**config.mk**
```make
export PLATFORM = sky130hd
export DESIGN_NAME = layer_input_feeder
export DESIGN_NICKNAME = d
export VERILOG_FILES = /design/src/rtl/nn_pkg.sv /design/src/rtl/layer_input_feeder.sv
export SDC_FILE = /design/constraint.sdc
export NUM_CORES = 1
export LEC_CHECK = 0
export CORE_AREA = 4 4 55 57
export DETAILED_ROUTE_END_ITERATION = 7
export DIE_AREA = 0 0 59 61
export GPL_TIMING_DRIVEN = 0
export PLACE_DENSITY = 0.76
export SYNTH_ARGS = -nofsm -noshare
export SYNTH_HDL_FRONTEND = slang
export SYNTH_SLANG_ARGS = --single-unit
```
**constraint.sdc**
```tcl
create_clock -name clk -period 2.6 [get_ports clk]
set_clock_uncertainty 0.2 [all_clocks]
set_input_delay 0.39 -clock clk [delete_from_list [all_inputs] [get_ports clk]]
set_output_delay 0.39 -clock clk [all_outputs]
set_load 0.01 [all_outputs]
```
**src/rtl/nn_pkg.sv**
```systemverilog
// -----------------------------------------------------------------------------
// nn_pkg
// Shared definitions for the neural-network layer chain.
//   feeder_state_t : states of the layer input feeder (FILL, REQ, FLUSH)
//   FRAC_BITS      : fractional bits of the Q(W-4).4 activation format
//   DATA_W         : default activation width
// -----------------------------------------------------------------------------
package nn_pkg;

    typedef enum logic [1:0] {
        FILL  = 2'd0,
        REQ   = 2'd1,
        FLUSH = 2'd2
    } feeder_state_t;

    localparam int FRAC_BITS = 4;
    localparam int DATA_W    = 8;

endpackage : nn_pkg

```
**src/rtl/layer_input_feeder.sv**
```systemverilog
// -----------------------------------------------------------------------------
// layer_input_feeder
// Collects N signed activations from a producer stream, presents them to a
// layer through an address-indexed read port while the layer computes,
// captures the layer's result on ack_layer, then resets the layer for one
// cycle so it is ready for the next vector.
//
// Ports
//   clk        in   1   clock, all logic on posedge
//   rst        in   1   synchronous active-high reset
//   in_valid   in   1   producer offers in_data
//   in_data    in   W   activation, signed
//   in_ready   out  1   feeder accepts in_data (transfer = in_valid & in_ready)
//   req        out  1   input vector complete and stable
//   addr       in   AW  layer's input-select address
//   rd_data    out  W   mem[addr], combinational; 0 when addr >= N
//   ack_layer  in   1   layer result valid (sticky until layer reset)
//   layer_val  in   W   layer result value
//   layer_rst  out  1   synchronous reset to the layer
//   result     out  W   captured layer result
//   done       out  1   one-cycle pulse: result updated
// -----------------------------------------------------------------------------
module layer_input_feeder
    import nn_pkg::*;
#(
    parameter int N  = 2,
    parameter int W  = DATA_W,
    parameter int AW = (N > 1) ? $clog2(N) : 1
) (
    input  logic          clk,
    input  logic          rst,
    input  logic          in_valid,
    input  logic [W-1:0]  in_data,
    output logic          in_ready,
    output logic          req,
    input  logic [AW-1:0] addr,
    output logic [W-1:0]  rd_data,
    input  logic          ack_layer,
    input  logic [W-1:0]  layer_val,
    output logic          layer_rst,
    output logic [W-1:0]  result,
    output logic          done
);

    // N widened by one bit so the range compare also works when N is a power of 2.
    localparam logic [AW:0]   N_EXT    = (AW+1)'(N);
    localparam logic [AW-1:0] LAST_PTR = AW'(N - 1);

    feeder_state_t r_state;
    feeder_state_t w_next_state;

    logic [W-1:0]  r_mem [N];
    logic [AW-1:0] r_wr_ptr;
    logic [W-1:0]  r_result;
    logic          r_done;

    logic w_transfer;
    logic w_last_word;
    logic w_capture;
    logic w_flush;

    assign w_transfer  = in_valid & in_ready;
    assign w_last_word = (r_wr_ptr == LAST_PTR);
    // Acks seen outside REQ are stale leftovers from the previous vector.
    assign w_capture   = (r_state == REQ) & ack_layer;

    // Next-state and Moore outputs.
    // NOTE: every output gets a default before the case so no path leaves a
    // signal unassigned, which would otherwise infer a latch.
    always_comb begin
        w_next_state = r_state;
        in_ready     = 1'b0;
        req          = 1'b0;
        w_flush      = 1'b0;
        case (r_state)
            FILL: begin
                in_ready = 1'b1;
                if (in_valid && w_last_word) begin
                    w_next_state = REQ;
                end
            end
            REQ: begin
                req = 1'b1;
                if (ack_layer) begin
                    w_next_state = FLUSH;
                end
            end
            FLUSH: begin
                w_flush      = 1'b1;
                w_next_state = FILL;
            end
            default: begin
                w_next_state = FILL;
            end
        endcase
    end

    // State, write pointer and result capture.
    // NOTE: sequential state uses non-blocking assignments so every register
    // samples the pre-edge values regardless of statement order.
    always_ff @(posedge clk) begin
        if (rst) begin
            r_state  <= FILL;
            r_wr_ptr <= '0;
            r_result <= '0;
            r_done   <= 1'b0;
        end else begin
            r_state <= w_next_state;
            r_done  <= w_capture;
            if (w_capture) begin
                r_result <= layer_val;
            end
            if (w_transfer) begin
                r_wr_ptr <= w_last_word ? '0 : r_wr_ptr + 1'b1;
            end
        end
    end

    // Activation storage.
    // NOTE: the array is deliberately left out of reset; its contents are
    // always rewritten in FILL before req exposes them to the layer.
    always_ff @(posedge clk) begin
        if (w_transfer) begin
            r_mem[r_wr_ptr] <= in_data;
        end
    end

    always_comb begin
        rd_data = '0;
        if ({1'b0, addr} < N_EXT) begin
            rd_data = r_mem[addr];
        end
    end

    // Combinational so the layer is held in reset together with the feeder.
    assign layer_rst = rst | w_flush;
    assign result    = r_result;
    assign done      = r_done;

endmodule : layer_input_feeder
```
* Word level (Yosys, flattened, before mapping) *
Memories as Yosys holds them, arrays and structs flattened.
Cells that the tools add are included.

word-level totals
  register bits after elaboration = 12
  RAM bits = 16
  input port bits = 21
  output and inout bits = 20
  logic and storage cells = 25
  memories = 1

memories
  name   words  bits a word  read ports  clocked after Yosys merged registers in  write ports  RTL line                  text
  r_mem  2      8            1           0                                        1            layer_input_feeder.sv:52  logic [W-1:0] r_mem [N];

cells by class
  add/subtract/negate cells = 1
  equality and inequality tests = 4
  mux-type cells = 9
  bitwise logic cells = 3
  reductions and logical operators = 3

operators by type and width
  kind                                                                    number
  1-bit 2-to-1 mux                                                        6
  2-bit 2-to-1 mux                                                        2
  2-bit != test (second input constant)                                   2
  2-bit case mux with 2 select lines                                      1
  1-bit AND                                                               2
  2-bit by 1-bit equality test with 1-bit output (second input constant)  1
  2-bit equality test (second input constant)                             1
  2-bit zero test                                                         1
  2-bit AND reduction                                                     1
  1-bit adder (second input constant)                                     1
  1-bit logical AND                                                       1
  1-bit bitwise OR                                                        1

* Depth between registers and ports, before layout *
Gate-level depths: netlist (run 1).

  depth in word-level cells = 5
  mapped depth = 3
  mapped depth without buffers = 2

* Least setup slack after synthesis (run 1) *
OpenSTA, ideal clock, no wires.

  kind = in2reg
  start point = input in_valid
  end point = memory r_mem[0][0] in the netlist's numbering (enable)
  setup time = 0.373 ns
  data arrival time = 1.105 ns
  data required time = 2.027 ns
  slack = 0.922 ns
  stages = 2
  path buffers = 0
  path through = nor3b_1 > nor2b_1

between the ends
  longest elaborated chain between the ends = 3

ends and longest elaborated chain
  what                                    RTL line                   text
  start, declared                         layer_input_feeder.sv:32   input logic in_valid,
  1-bit AND                               layer_input_feeder.sv:62   assign w_transfer = in_valid & in_ready;
  1-bit 2-to-1 mux                        layer_input_feeder.sv:123  if (w_transfer) begin
  1-bit 2-to-1 mux (not written as such)  layer_input_feeder.sv:124  r_mem[r_wr_ptr] <= in_data;
  end, declared                           layer_input_feeder.sv:52

Every way passes these cells.

* Final worst setup path (run 1) *
  start point = input rst
  end point = output layer_rst

between the ends
  longest elaborated chain between the ends = 1

ends and longest elaborated chain
  what              RTL line                   text
  start, declared   layer_input_feeder.sv:31   input logic rst,
  1-bit bitwise OR  layer_input_feeder.sv:136  assign layer_rst = rst | w_flush;
  end, declared     layer_input_feeder.sv:40   output logic layer_rst,

Every way passes these cells.

==> impl_metrics.ini, run 1 <==
[timing]
fin_crit_ns = 2.34
max_freq_mhz = 427
final-setup-viol-count = 0
grt_setup_unrepaired = false
period_share_pct = 90.2
max_slew_margin_pct = 51.8
worst_pin_slew_ns = 0.722
setup-tns-final_ns = 0
slew_viol_final = 0
hold_violations = 0
whs_ns = 0.287
worst_slack_ns = 0.255

[clock_tree]
ctsResizeCount = 0
clk_latency_ns = 0.30
clock_path_buffers = 2
cts_tree = yes
path_clk_slew_ns = 0.14
numCtsBuffers = 3
cts-root-buf = clkbuf_4
hold_buffers = 0
cts.sinks = 28
post_cts_buffers = 0
cts-htree-levels = 1

[final_layout]
syn_to_final_growth_pct = 41.5
n_fill_cell = 211
final_util_pct = 63.9
layout.nets = 145
drive_above_1_share_pct = 13.0
antenna_cells = 0
seq_area_um2 = 721
multi_input_area_um2 = 369

[critical_path]
reg2reg_setup_slack_ns = 0.68
path_max_fanout = 10
r2r_start = r_state[1]
cp-end-kind = output pin
crit_type = in -> out
r2r_end = r_mem[0][5]
crit_required_ns = 2.01
crit_end = layer_rst
ff2ff_path_depth = 2
startpoint_type = input port
cp_data_arrival_time_ns = 1.75
crit_start = rst

[routing]
wl_per_cell_um = 13.2
vias = 726
drc_errors = 0
dr.pass1.iters = 3
drt-initial-drc-count = 12
ant_nets = 0
routed_wl_mm = 2.02
vias_per_cell = 4.75

[die]
rows = 18
fp.coreArea_um2 = 2480
io_pins = 41
dieArea_um2 = 3600
initial_utilization_pct = 45.2
fp.dieH_um = 61
dieWidth_um = 59

[pwr]
power_leakage_nw = 0.553
ir_worst_vdd_v = 0.000321
power_density_nw_per_um2 = 520

[grt]
grt_first_pass_wirelength_mm = 3.20
antenna_found_initial = 0
grt_max_degree = 16
grt_overflow_total = 0
grt_pass1_vias = 756
grt_util_all_layers_pct = 11.7

[worst_hold_path]
hold_path.class = reg -> reg

[placement]
routabilityCongestion = 0.640
pre_cts_ws_ns = 0.180
portBuffers = 39
dp_hpwl_mm = 1.58

[synth]
synth_nets = 101
syn_avg_cell_area_um2 = 14.0
ys_seq_elements = 28
synth_warnings = 0
synth.distinct_cells = 17
postSynthCellCount = 80
synthesis.area_um2 = 1120
ys_seq_area_share_pct = 64.4

[run]
cap_violations = 0

[run_status]
outcome = completed
routing by layer:
layer	share of wire (%)	up-vias	GRT usage, %
met5	0	-	0
met4	0	0	1.94
met3	8.5	0	2.77
met2	51	27	22.7
met1	40	337	13.2
li1	-	362	-
worst min-delay path by stage:
stage	start	end	cells past startpoint	slack [ns]
after global placement	result[2]	result[2]	2	0.26
after detailed placement	result[4]	result[4]	2	0.27
after CTS	result[3]	result[3]	2	0.29
after global routing	result[3]	result[3]	2	0.31
after floorplan	r_state[1]	r_state[0]	1	0.28
final	result[1]	result[1]	2	0.29
cell usage after synthesis, drive strengths merged:
library cell / number / area (um^2)
a211oi: 1 / 7.51
a21o: 1 / 7.51
and2: 1 / 6.26
and3b: 1 / 8.76
buf: 3 / 21.3
clkbuf: 1 / 3.75
dfxtp: 12 / 240
edfxtp: 16 / 480
inv: 1 / 3.75
mux2: 9 / 101
mux2i: 8 / 80.1
nand2b: 17 / 106
nand3b: 1 / 7.51
nor2: 3 / 11.3
nor2b: 4 / 25.0
nor3b: 1 / 7.51
layout make-up:
class                   instances  share of cell area (%)
clock buffers                   4                    2.29
inverters                       1                   0.237
repair buffers                 39                    24.7
multi-input cells              47                    23.3
plain buffers                   4                    1.58
flip-flops and latches         28                    45.5
well taps                      30                    2.37
power breakdown:
group	internal, W	total, W	leakage [nW]	switching, W
Clock	0.0000853	0.000197	0.0210	0.000112
Combinational	0.0000777	0.000124	0.285	0.0000461
Sequential	0.000494	0.000502	0.247	0.00000830
Total	0.000657	0.000823	0.553	0.000166
cells by family after synthesis:
family                 count (synthesis)  share of synthesized area (%)
buffers and inverters                  5                           2.57
AND/OR/NAND/NOR                       28                           15.4
AO/OA/AOI/OAI                          2                           1.34
multiplexers                          17                           16.2
flip-flops                            28                           64.4
per-stage QoR:
stage	total power [W]	instances	area, um^2
2_1_floorplan	0.000564	80	1120
3_3_place_gp	0.000633	149	1550
3_5_place_dp	0.000637	149	1550
4_1_cts	0.000838	153	1580
5_1_grt	0.000868	153	1580
6_report	0.000823	153	1580
sequential cells by signal (all words and copies together) (netlist names):
register,count
done,1
r_mem,16
r_state,2
r_wr_ptr,1
result,8
layout by cell type (no fill, tap or decap):
cell type        count
and3b_1              1
clkbuf_8             1
clkdlybuf4s50_1     39
nand2b_1            17
inv_1                1
mux2i_1              8
edfxtp_1            16
buf_6                1
nor3b_1              1
nor2_1               3
nand3b_1             1
clkbuf_4             3
a21o_1               1
and2_1               1
a211oi_1             1
mux2_2               9
dfxtp_1             12
nor2b_1              4
buf_2                2
clkbuf_1             1
critical path, stage by stage:
cell and delay (ns):
clkdlybuf4s50_1 0.51, buf_2 0.22, a21o_1 0.11, clkdlybuf4s50_1 0.52
No activity file was read; power rests on OpenSTA's default activity.
==> run 2: changes to the inputs <==
--- a/config.mk
+++ b/config.mk
@@ -6,6 +6,7 @@
 export NUM_CORES = 1
 export LEC_CHECK = 0
 export CORE_AREA = 4 4 55 57
+export CTS_CLUSTER_SIZE = 14
 export DETAILED_ROUTE_END_ITERATION = 7
 export DIE_AREA = 0 0 59 61
 export GPL_TIMING_DRIVEN = 0
==> results of run 2 <==
Final layout, timing and power as in run 1 (identical DEF).
==> run 3: changes to the inputs <==
--- a/config.mk
+++ b/config.mk
@@ -5,6 +5,7 @@
 export SDC_FILE = /design/constraint.sdc
 export NUM_CORES = 1
 export LEC_CHECK = 0
+export CAP_MARGIN = 5
 export CORE_AREA = 4 4 55 57
 export CTS_CLUSTER_SIZE = 14
 export DETAILED_ROUTE_END_ITERATION = 7
==> results of run 3 <==
Final layout, timing and power as in run 1 (identical DEF).
